### src/rtl/ro_puf_pkg.sv
// Shared types and default constants for the ring-oscillator PUF reader.
package ro_puf_pkg;

    localparam int CNT_W_DEF     = 12;
    localparam int SEL_W_DEF     = 4;
    localparam int RESP_BITS_DEF = 8;
    localparam int WINDOW_DEF    = 1024;
    localparam int SETTLE_DEF    = 2;

    // Measurement sequence; one CLEAR..COMPARE pass per response bit.
    typedef enum logic [2:0] {
        ST_IDLE    = 3'd0,
        ST_CLEAR   = 3'd1,
        ST_COUNT   = 3'd2,
        ST_SETTLE  = 3'd3,
        ST_COMPARE = 3'd4,
        ST_DONE    = 3'd5
    } puf_state_t;

endpackage

### src/rtl/ro_window_timer.sv
// Loadable 16-bit down-counter; o_zero marks the last cycle of a loaded span.
// Loading N-1 on a state-entry edge makes o_zero rise in the Nth cycle.
module ro_window_timer (
    input  logic        i_clk,
    input  logic        i_reset,
    input  logic        i_load,
    input  logic [15:0] i_load_val,
    output logic        o_zero
);

    logic [15:0] r_count;

    // Count down to zero and park there until the next load.
    // NOTE: non-blocking assignments so every register updates from pre-edge values.
    always_ff @(posedge i_clk) begin
        if (i_reset) begin
            r_count <= '0;
        end else if (i_load) begin
            r_count <= i_load_val;
        end else if (r_count != 16'd0) begin
            r_count <= r_count - 16'd1;
        end
    end

    assign o_zero = (r_count == 16'd0);

endmodule

### src/rtl/ro_puf_reader.sv
// Ring-oscillator PUF measurement controller: for each response bit it
// clears the two edge counters, gates them for WINDOW cycles, waits SETTLE
// cycles, compares the counts and shifts the result into the response word.
module ro_puf_reader
    import ro_puf_pkg::*;
#(
    parameter int CNT_W     = CNT_W_DEF,
    parameter int SEL_W     = SEL_W_DEF,
    parameter int RESP_BITS = RESP_BITS_DEF,
    parameter int WINDOW    = WINDOW_DEF,
    parameter int SETTLE    = SETTLE_DEF
) (
    input  logic                 i_clk,
    input  logic                 i_reset,
    input  logic                 i_start,
    input  logic [SEL_W-1:0]     i_challenge,
    output logic                 o_busy,
    output logic [SEL_W-1:0]     o_ro_sel_a,
    output logic [SEL_W-1:0]     o_ro_sel_b,
    output logic                 o_cnt_clear,
    output logic                 o_cnt_enable,
    input  logic [CNT_W-1:0]     i_cnt_a,
    input  logic [CNT_W-1:0]     i_cnt_b,
    output logic [RESP_BITS-1:0] o_resp,
    output logic                 o_resp_valid,
    input  logic                 i_resp_ready,
    output logic                 o_ovf,
    output logic                 o_tie
);

    localparam int          IDX_W    = (RESP_BITS > 1) ? $clog2(RESP_BITS) : 1;
    localparam logic [15:0] WIN_LOAD = 16'(WINDOW - 1);
    localparam logic [15:0] SET_LOAD = 16'(SETTLE - 1);

    puf_state_t             r_state;
    puf_state_t             w_next_state;
    logic [IDX_W-1:0]       r_idx;
    logic [IDX_W-1:0]       w_idx_inc;
    logic [IDX_W:0]         w_idx_x2;
    logic                   w_last;
    logic [SEL_W-1:0]       r_base;
    logic [SEL_W-1:0]       w_sel_a_next;
    logic                   w_timer_load;
    logic [15:0]            w_timer_val;
    logic                   w_timer_zero;

    logic                   r_busy;
    logic                   r_cnt_clear;
    logic                   r_cnt_enable;
    logic                   r_resp_valid;
    logic [SEL_W-1:0]       r_sel_a;
    logic [SEL_W-1:0]       r_sel_b;
    logic [RESP_BITS-1:0]   r_resp;
    logic                   r_ovf;
    logic                   r_tie;

    // One timer serves both the counting window and the settle gap.
    ro_window_timer u_timer (
        .i_clk      (i_clk),
        .i_reset    (i_reset),
        .i_load     (w_timer_load),
        .i_load_val (w_timer_val),
        .o_zero     (w_timer_zero)
    );

    assign w_last       = (r_idx == IDX_W'(RESP_BITS - 1));
    assign w_idx_inc    = r_idx + IDX_W'(1);
    assign w_idx_x2     = {w_idx_inc, 1'b0};
    // RO pair for the next bit: base + 2(i+1), wrapping modulo 2^SEL_W.
    assign w_sel_a_next = r_base + SEL_W'(w_idx_x2);

    // State register.
    always_ff @(posedge i_clk) begin
        if (i_reset) begin
            r_state <= ST_IDLE;
        end else begin
            r_state <= w_next_state;
        end
    end

    // Next-state decode and timer loads for the measurement sequence.
    // NOTE: defaults first so no path leaves a signal unassigned (no latch).
    always_comb begin
        w_next_state = r_state;
        w_timer_load = 1'b0;
        w_timer_val  = '0;
        case (r_state)
            ST_IDLE: begin
                if (i_start) begin
                    w_next_state = ST_CLEAR;
                end
            end
            ST_CLEAR: begin
                w_next_state = ST_COUNT;
                w_timer_load = 1'b1;
                w_timer_val  = WIN_LOAD;
            end
            ST_COUNT: begin
                if (w_timer_zero) begin
                    w_next_state = ST_SETTLE;
                    w_timer_load = 1'b1;
                    w_timer_val  = SET_LOAD;
                end
            end
            ST_SETTLE: begin
                if (w_timer_zero) begin
                    w_next_state = ST_COMPARE;
                end
            end
            ST_COMPARE: begin
                w_next_state = w_last ? ST_DONE : ST_CLEAR;
            end
            ST_DONE: begin
                if (r_resp_valid && i_resp_ready) begin
                    w_next_state = ST_IDLE;
                end
            end
            default: begin
                w_next_state = ST_IDLE;
            end
        endcase
    end

    // Registered outputs follow the state being entered; datapath captures
    // the challenge on accept and folds each comparison into the response.
    always_ff @(posedge i_clk) begin
        if (i_reset) begin
            r_busy       <= 1'b0;
            r_cnt_clear  <= 1'b0;
            r_cnt_enable <= 1'b0;
            r_resp_valid <= 1'b0;
            r_sel_a      <= '0;
            r_sel_b      <= '0;
            r_base       <= '0;
            r_idx        <= '0;
            r_resp       <= '0;
            r_ovf        <= 1'b0;
            r_tie        <= 1'b0;
        end else begin
            r_busy       <= (w_next_state != ST_IDLE);
            r_cnt_clear  <= (w_next_state == ST_CLEAR);
            r_cnt_enable <= (w_next_state == ST_COUNT);
            r_resp_valid <= (w_next_state == ST_DONE);

            if (r_state == ST_IDLE && i_start) begin
                r_base  <= i_challenge;
                r_idx   <= '0;
                r_sel_a <= i_challenge;
                r_sel_b <= i_challenge + SEL_W'(1);
                r_resp  <= '0;
                r_ovf   <= 1'b0;
                r_tie   <= 1'b0;
            end

            if (r_state == ST_COMPARE) begin
                // Equal counts fall out of '>' as 0, which is the tie value.
                r_resp[r_idx] <= (i_cnt_a > i_cnt_b);
                if (i_cnt_a == i_cnt_b) begin
                    r_tie <= 1'b1;
                end
                if (i_cnt_a == {CNT_W{1'b1}} || i_cnt_b == {CNT_W{1'b1}}) begin
                    r_ovf <= 1'b1;
                end
                if (!w_last) begin
                    r_idx   <= w_idx_inc;
                    r_sel_a <= w_sel_a_next;
                    r_sel_b <= w_sel_a_next + SEL_W'(1);
                end
            end
        end
    end

    assign o_busy       = r_busy;
    assign o_cnt_clear  = r_cnt_clear;
    assign o_cnt_enable = r_cnt_enable;
    assign o_resp_valid = r_resp_valid;
    assign o_ro_sel_a   = r_sel_a;
    assign o_ro_sel_b   = r_sel_b;
    assign o_resp       = r_resp;
    assign o_ovf        = r_ovf;
    assign o_tie        = r_tie;

endmodule
### config.mk
export PLATFORM = sky130hd
export DESIGN_NAME = ro_puf_reader
export DESIGN_NICKNAME = d
export VERILOG_FILES = /design/src/rtl/ro_puf_pkg.sv /design/src/rtl/ro_window_timer.sv /design/src/rtl/ro_puf_reader.sv
export SDC_FILE = /design/constraint.sdc
export NUM_CORES = 1
export LEC_CHECK = 0
export BUFFER_PORTS_ARGS = -buffer_cell sky130_fd_sc_hd__buf_2
export CORE_MARGIN = 2
export CORE_UTILIZATION = 56
export DETAILED_ROUTE_END_ITERATION = 7
export PLACE_DENSITY = 0.86
export SLEW_MARGIN = 20
export SYNTH_ARGS = -nofsm -noshare
export SYNTH_HDL_FRONTEND = slang
export SYNTH_HIERARCHICAL = 1
export SYNTH_SLANG_ARGS = --single-unit
### constraint.sdc
create_clock -name i_clk -period 4 [get_ports i_clk]
set_clock_uncertainty 0.05 [all_clocks]
set_input_delay 0.8 -clock i_clk [delete_from_list [all_inputs] [get_ports i_clk]]
set_output_delay 0.8 -clock i_clk [all_outputs]
set_load 0.02 [all_outputs]
==> results.md, run 1 <==
* Cell taking the most area after synthesis: dfxtp_1
* Total gr overflow at 0
* Pin count of the biggest net entering global routing at 37
* Syn avg cell area at between 8 and 9 um2
* Pwr dens at 589 nW/um2
* IO buf count at between 50 and 60
* Routed vias at about 2600
* Pre-CTS setup slack at between 0.6 and 0.7 ns
* Top_reg_cell synth: dfxtp_1
* Routed WL at 6260 um
* Cell Int Power at 1.16 mW
* Clock root buffer master: clkbuf_8
* Antenna diode count at 0
* Placed Cells at 457
* First DRT Iteration DRCs at 157
* Share of layout cells above drive strength 1 at 0.206
* P_sw at ~0.77 mW
* Post-synth top cells: dfxtp_1 (48), nand2_1 (46), a21oi_1 (24)
* Starting density of the core at 0.591
* Num ports at between 50 and 60
* Average wire per standard cell at 13.5 um
* Worst Setup Start Kind: register
* Fin. Hold Viols at 0
* DRC violation count after routing at 0
* Router iterations before antenna repair at 4
* FF+latch count, synth at 48
* Synth Instances at 340
* Setup TNS at 0 ns
* Most common cell in the netlist: dfxtp_1
* Period utilization at 0.859
* Post-Layout Cell Count at 465
* CTS tree: built
* Post-synthesis cell area at roughly 2800 um2
* Number of synthesized flops with an enable pin at 0
* VDD IR max at approximately 0.29 mV
* Hold Slack at 0.405 ns
* Flop2flop setup slack at 0.56 ns
* Die ar. at 5670 um2
* Fmax at 0.291 GHz
* Critical Path RT at a little over 4 ns
* Max-Cap Viols at 0
* Hold_buf cts at 0
* Comb pwr share at 0.451
* Placeable Area at about 4800 um2
* Relative slew slack at 0.370
* Asr flop ratio synth at 0
* Post-CTS resize count at 0
* RSZ-0062 raised after global routing: false
* Die width at ~75 um
* RR Startpoint: u_timer/r_count[0]$_SDFFE_PP0P_
* Synth top area cells: dfxtp_1 (34%), ha_1 (7.9%), nand2_1 (6.1%)
* Vias in the first global route at around 2500
* H-tree lvl count at 2
* Switching share of power at 0.397
* Final core utilization at 0.680
* Slew Limit Fails at 0
* Tmin final at about 3.4 ns
* Run status: completed
* Fill count at 408
* Final WS setup at 0.565 ns
* Initial antenna violation count at 0
* Num CTS Buffers at 5
* Row count at 25
* Crit Path Max Fanout at 8
* DP Wirelength at between 4000 and 5000 um
* Actual slew at the worst max-slew pin at approximately 0.94 ns
* # clock sinks at 48
* CP startpoint: u_timer/r_count[0]$_SDFFE_PP0P_
* Placer Congestion at between 0.8 and 0.9
* Synth unique cells at 60
* DIE HEIGHT at around 75 um
* Syn-to-layout area delta at 15.1%
* Crit path kind: reg2reg
* Worst hold path type: reg2reg
* Routed Antenna Nets at 0
* # nets final at between 400 and 500
* Synth top area share at 0.338
* CTS clock-pin slew for the worst setup and hold paths at 0.09 ns
* Via/cell ratio at 5.60
* Post-CTS setup buffers at 0
* Min-delay src: o_ovf$_SDFF_PP0_
* Worst-skew pair later-pin latency at 0.31 ns
* Clock network power share at 0.192
* Maximum root-to-sink buffer count at 2
* First-pass GRT wire length at roughly 10000 um
* Crit path DAT at roughly 3.6 ns
* LEAKAGE at between 1 and 1.5 nW
* GRT Total Usage at 0.240
* Final setup vio count at 0
* Setup crit end kind: register
* Sequential share of the synthesized area at 0.338
* Synthesis warning total at 6
* Sequential Power Share at 0.357
flip-flops by register name (all words and copies together), names as in the netlist, 3 cells and up:
name             cells
r_idx                3
o_ro_sel_b           4
o_ro_sel_a           4
r_state              3
r_base               4
u_timer/r_count     16
o_resp               8
cells in the final DEF, fill, tap and decap left out, types with 3 or more instances in the layout:
cell type	Yosys	layout
a211oi_1	3	3
a21oi_1	24	24
a311oi_1	4	4
and2_1	3	3
buf_2	3	53
clkbuf_8	0	6
conb_1	1	11
dfxtp_1	48	48
ha_1	18	18
inv_1	16	16
nand2_1	46	46
nand3_1	19	19
nand4_1	11	11
nor2_1	23	23
nor2b_1	3	3
nor3_1	11	11
nor3b_1	3	3
nor4_1	3	3
o21ai_0	13	13
o21ai_1	3	3
o31ai_1	10	10
xnor2_1	12	12
xor2_1	4	4
per-stage QoR:
stage               power [mW]  instance area [um2]
global route              2.06                 3270
finish                    1.93                 3270
CTS                       1.94                 3270
detailed placement        1.56                 3150
floorplan                 1.42                 2880
global placement          1.54                 3150
worst paths after layout:
| kind | end | depth (start not counted) |
|---|---|---|
| hold reg to reg | o_ovf$_SDFF_PP0_ | 2 |
| setup reg to reg | u_timer/r_count[15]$_SDFFE_PP0P_ | 12 |
| setup / recovery | u_timer/r_count[15]$_SDFFE_PP0P_ | 12 |
| hold / removal | o_ovf$_SDFF_PP0_ | 2 |
critical path, cell delays in order, from the launching register on:
cell     delay, ns
dfxtp_1       0.34
inv_1         0.08
ha_1          0.19
or3b_2        0.52
or4_4         0.58
nor2_1        0.25
nand2_1       0.11
o21a_1        0.19
nor2_1        0.36
nor2_1        0.21
a21oi_1       0.17
a31oi_1       0.05
and3_1        0.24
final cells by class:
cell class                      instances  area [um2]  area share
Tap cell                               67        83.8      0.0256
Sequential cell                        48         961       0.293
Clock inverter                          2        38.8      0.0118
Timing Repair Buffer                   55         280      0.0856
Clock buffer                            6        82.6      0.0252
Multi-Input combinational cell        271        1770       0.540
Inverter                               16        60.1      0.0183
metal layers:
| metal | GRT usage | wire [um] |
|---|---|---|
| met5 | 0 | 0 |
| met4 | 0.101 | 128 |
| met3 | 0.0616 | 229 |
| met2 | 0.395 | 3100 |
| met1 | 0.297 | 2790 |
power by group through the flow:
stage               clock network, mW  registers (mW)  logic, mW
floorplan                           0           0.684      0.734
global placement                    0           0.693      0.843
detailed placement                  0           0.695      0.862
CTS                             0.379           0.687      0.872
global route                    0.394           0.702      0.968
finish                          0.369           0.688      0.871
cells by family after synthesis:
logic type / after synthesis / share of synthesized area
buf+inv: 31 / 0.0541
simple gates: 145 / 0.282
flops: 48 / 0.338
compound gates: 80 / 0.189
other cells: 1 / 0.00132
xor+xnor: 16 / 0.0493
fa+ha+maj: 19 / 0.0862
(Power assumes the default switching activity.)
==> run 2, diff against run 1 <==
Settings changed: TNS_END_PERCENT set to 5.
Clock period 4 ns to 3.75 ns, I/O delays scaled along.
==> run 2 against run 1 <==
Against the previous run: sequential share of layout area down 0.15 points; non-clock buffer count unchanged; wire length up 4.2%; global-route usage up 0.58 points; via count about the same; cell count unchanged; critical endpoint is now u_timer/r_count[8]$_SDFFE_PP0P_; largest power group unchanged.
==> results.md, run 2 (same netlist as run 1, synthesis figures left out) <==
* Relative slew slack at 0.313 (-0.0576)
* First DRT Iteration DRCs at 171 (+8.9%)
* Critical Path RT at 3.94 ns (-0.21 ns)
* Row count at 25 (unchanged)
* Fin area at 3290 um2 (+0.50%)
* IO buf count at 53 (unchanged)
* Router iterations before antenna repair at 5 (+1)
* Fmax at 0.294 GHz (+0.97%)
* Initial antenna violation count at 0 (unchanged)
* Cell Int Power at 1.29 mW (+11%)
* Slew Limit Fails at 0 (unchanged)
* Comb pwr share at 0.443 (-0.008)
* Max-Cap Viols at 0 (unchanged)
* Final WS setup at 0.348 ns (-0.217 ns)
* # clock sinks at 48 (unchanged)
* CTS clock-pin slew for the worst setup and hold paths at 0.09 ns (about the same)
* Crit path kind: reg2reg
* Worst hold path type: reg2reg
* Vias in the first global route at 2521 (+1.7%)
* Crit path DAT at 3.59 ns (about the same)
* Final setup vio count at 0 (unchanged)
* Post-DP Area at 3150 um2 (unchanged)
* Switching share of power at 0.396 (-0.00165)
* Via/cell ratio at 5.60 (about the same)
* Cells along the critical path: inv_1 > ha_1 > or3b_2 > or4_4 > nor2_1 > nand2_1 > o21a_1 > nor2_1 > buf_4 > nor2b_1 > nand2_1 > o21ai_0
* Routed WL at 6520 um (+4.2%)
* Die width at 75.3 um (unchanged)
* Pre-CTS setup slack at 0.422 ns (-0.185 ns)
* Fin. Hold Viols at 0 (unchanged)
* DRC violation count after routing at 0 (unchanged)
* Pin count of the biggest net entering global routing at 37 (unchanged)
* Post-Layout Cell Count at 465 (unchanged)
* Routed Antenna Nets at 0 (unchanged)
* Setup crit end kind: register
* Clock root buffer master: clkbuf_8
* Worst-skew pair later-pin latency at 0.31 ns (about the same)
* Placed Cells at 457 (unchanged)
* Period utilization at 0.907 (+0.0484)
* Number of flip-flops in the largest register at 16 (unchanged)
* Pwr dens at 649 nW/um2 (+10%)
* Final core utilization at 0.683 (+0.00338)
* Placeable Area at 4820 um2 (unchanged)
* Worst Setup Start Kind: register
* Commonest non-fill, non-tap cell in the layout: buf_2
* Slowest cell on crit path: or4_4
* Post-CTS resize count at 0 (unchanged)
* LEAKAGE at 1.37 nW (+0.54%)
* Routed vias at 2606 (+0.038%)
* VDD IR max at 0.318 mV (+12%)
* First-pass GRT wire length at 10900 um (+3.7%)
* Antenna diode count at 0 (unchanged)
* Starting density of the core at 0.591 (unchanged)
* Post-CTS setup buffers at 0 (unchanged)
* Hold Slack at 0.425 ns (+0.0198 ns)
* Tmin final at 3.40 ns (-0.0331 ns)
* GRT Total Usage at 0.246 (+0.00576)
* Syn-to-layout area delta at 15.7%
* Actual slew at the worst max-slew pin at 1.02 ns (+0.0856 ns)
* RSZ-0062 raised after global routing: false
* Run status: completed
* Hold_buf cts at 0 (unchanged)
* Sequential Power Share at 0.345 (-0.012)
* Final total power at 2.13 mW (+11%)
* Top reg by flops: u_timer/r_count
* Die ar. at 5670 um2 (unchanged)
* CP peak stage delay at 0.59 ns (about the same)
* Average wire per standard cell at 14.0 um (+4.2%)
* DP Wirelength at 4730 um (+3.2%)
* Num ports at 54 (unchanged)
* Fill count at 412 (+0.98%)
* # nets final at 448 (unchanged)
* Crit Path Max Fanout at 12 (+4)
* Maximum root-to-sink buffer count at 2 (unchanged)
* Num CTS Buffers at 5 (unchanged)
* Leading cell types in the layout, fill and taps excluded: buf_2 (53), dfxtp_1 (48), nand2_1 (46), a21oi_1 (24), nor2_1 (23)
* P_sw at 0.845 mW (+10%)
* Share of layout cells above drive strength 1 at 0.206 (unchanged)
* Total gr overflow at 0 (unchanged)
* Setup TNS at 0 ns (unchanged)
* CTS tree: built
* DIE HEIGHT at 75.3 um (unchanged)
* Clock network power share at 0.212 (+0.020)
* H-tree lvl count at 2 (unchanged)
* Placer Congestion at 0.866 (+0.92%)
[run 2: layer usage]
layer	part of all wire	wire length (um)	vias up	GRT usage
met4	0.019	122	0	0.0877
li1	-	-	1338	-
met3	0.044	288	17	0.0710
met2	0.50	3240	59	0.429
met5	0	0	-	0
met1	0.44	2870	1192	0.285
[run 2: power groups by stage]
stage          Combinational, mW  Sequential (mW)  Clock, mW
3_3_place_gp               0.903            0.738          0
2_1_floorplan              0.783            0.730          0
6_report                   0.945            0.737      0.453
3_5_place_dp               0.931            0.744          0
4_1_cts                    0.942            0.736      0.461
5_1_grt                     1.04            0.753      0.483
[run 2: worst paths after layout]
path / startpoint / to / slack, ns / cells past startpoint
worst max-delay path: u_timer/r_count[0]$_SDFFE_PP0P_ / u_timer/r_count[8]$_SDFFE_PP0P_ / 0.35 / 12
worst min-delay path: r_base[3]$_SDFFE_PP0P_ / r_base[3]$_SDFFE_PP0P_ / 0.42 / 2
worst max register to register: u_timer/r_count[0]$_SDFFE_PP0P_ / u_timer/r_count[8]$_SDFFE_PP0P_ / 0.35 / 12
worst min register to register: r_base[3]$_SDFFE_PP0P_ / r_base[3]$_SDFFE_PP0P_ / 0.42 / 2
[run 2: final cells by class]
class	instances	area (um2)	share of cell area
Multi-Input combinational cell	271	1770	0.537
Clock buffer	5	68.8	0.0209
Sequential cell	48	961	0.292
Inverter	16	60.1	0.0183
Tap cell	67	83.8	0.0255
Clock inverter	3	68.8	0.0209
Timing Repair Buffer	55	280	0.0852
[run 2: critical path: cells and delay by family, from the launching register on]
kind / cells / cell delay [ns]
AOI/OAI and AO/OA: 2 / 0.30
and+or+nand+nor: 7 / 2.13
adders and majority gates: 1 / 0.20
DFF: 1 / 0.34
buffers and inverters: 2 / 0.31
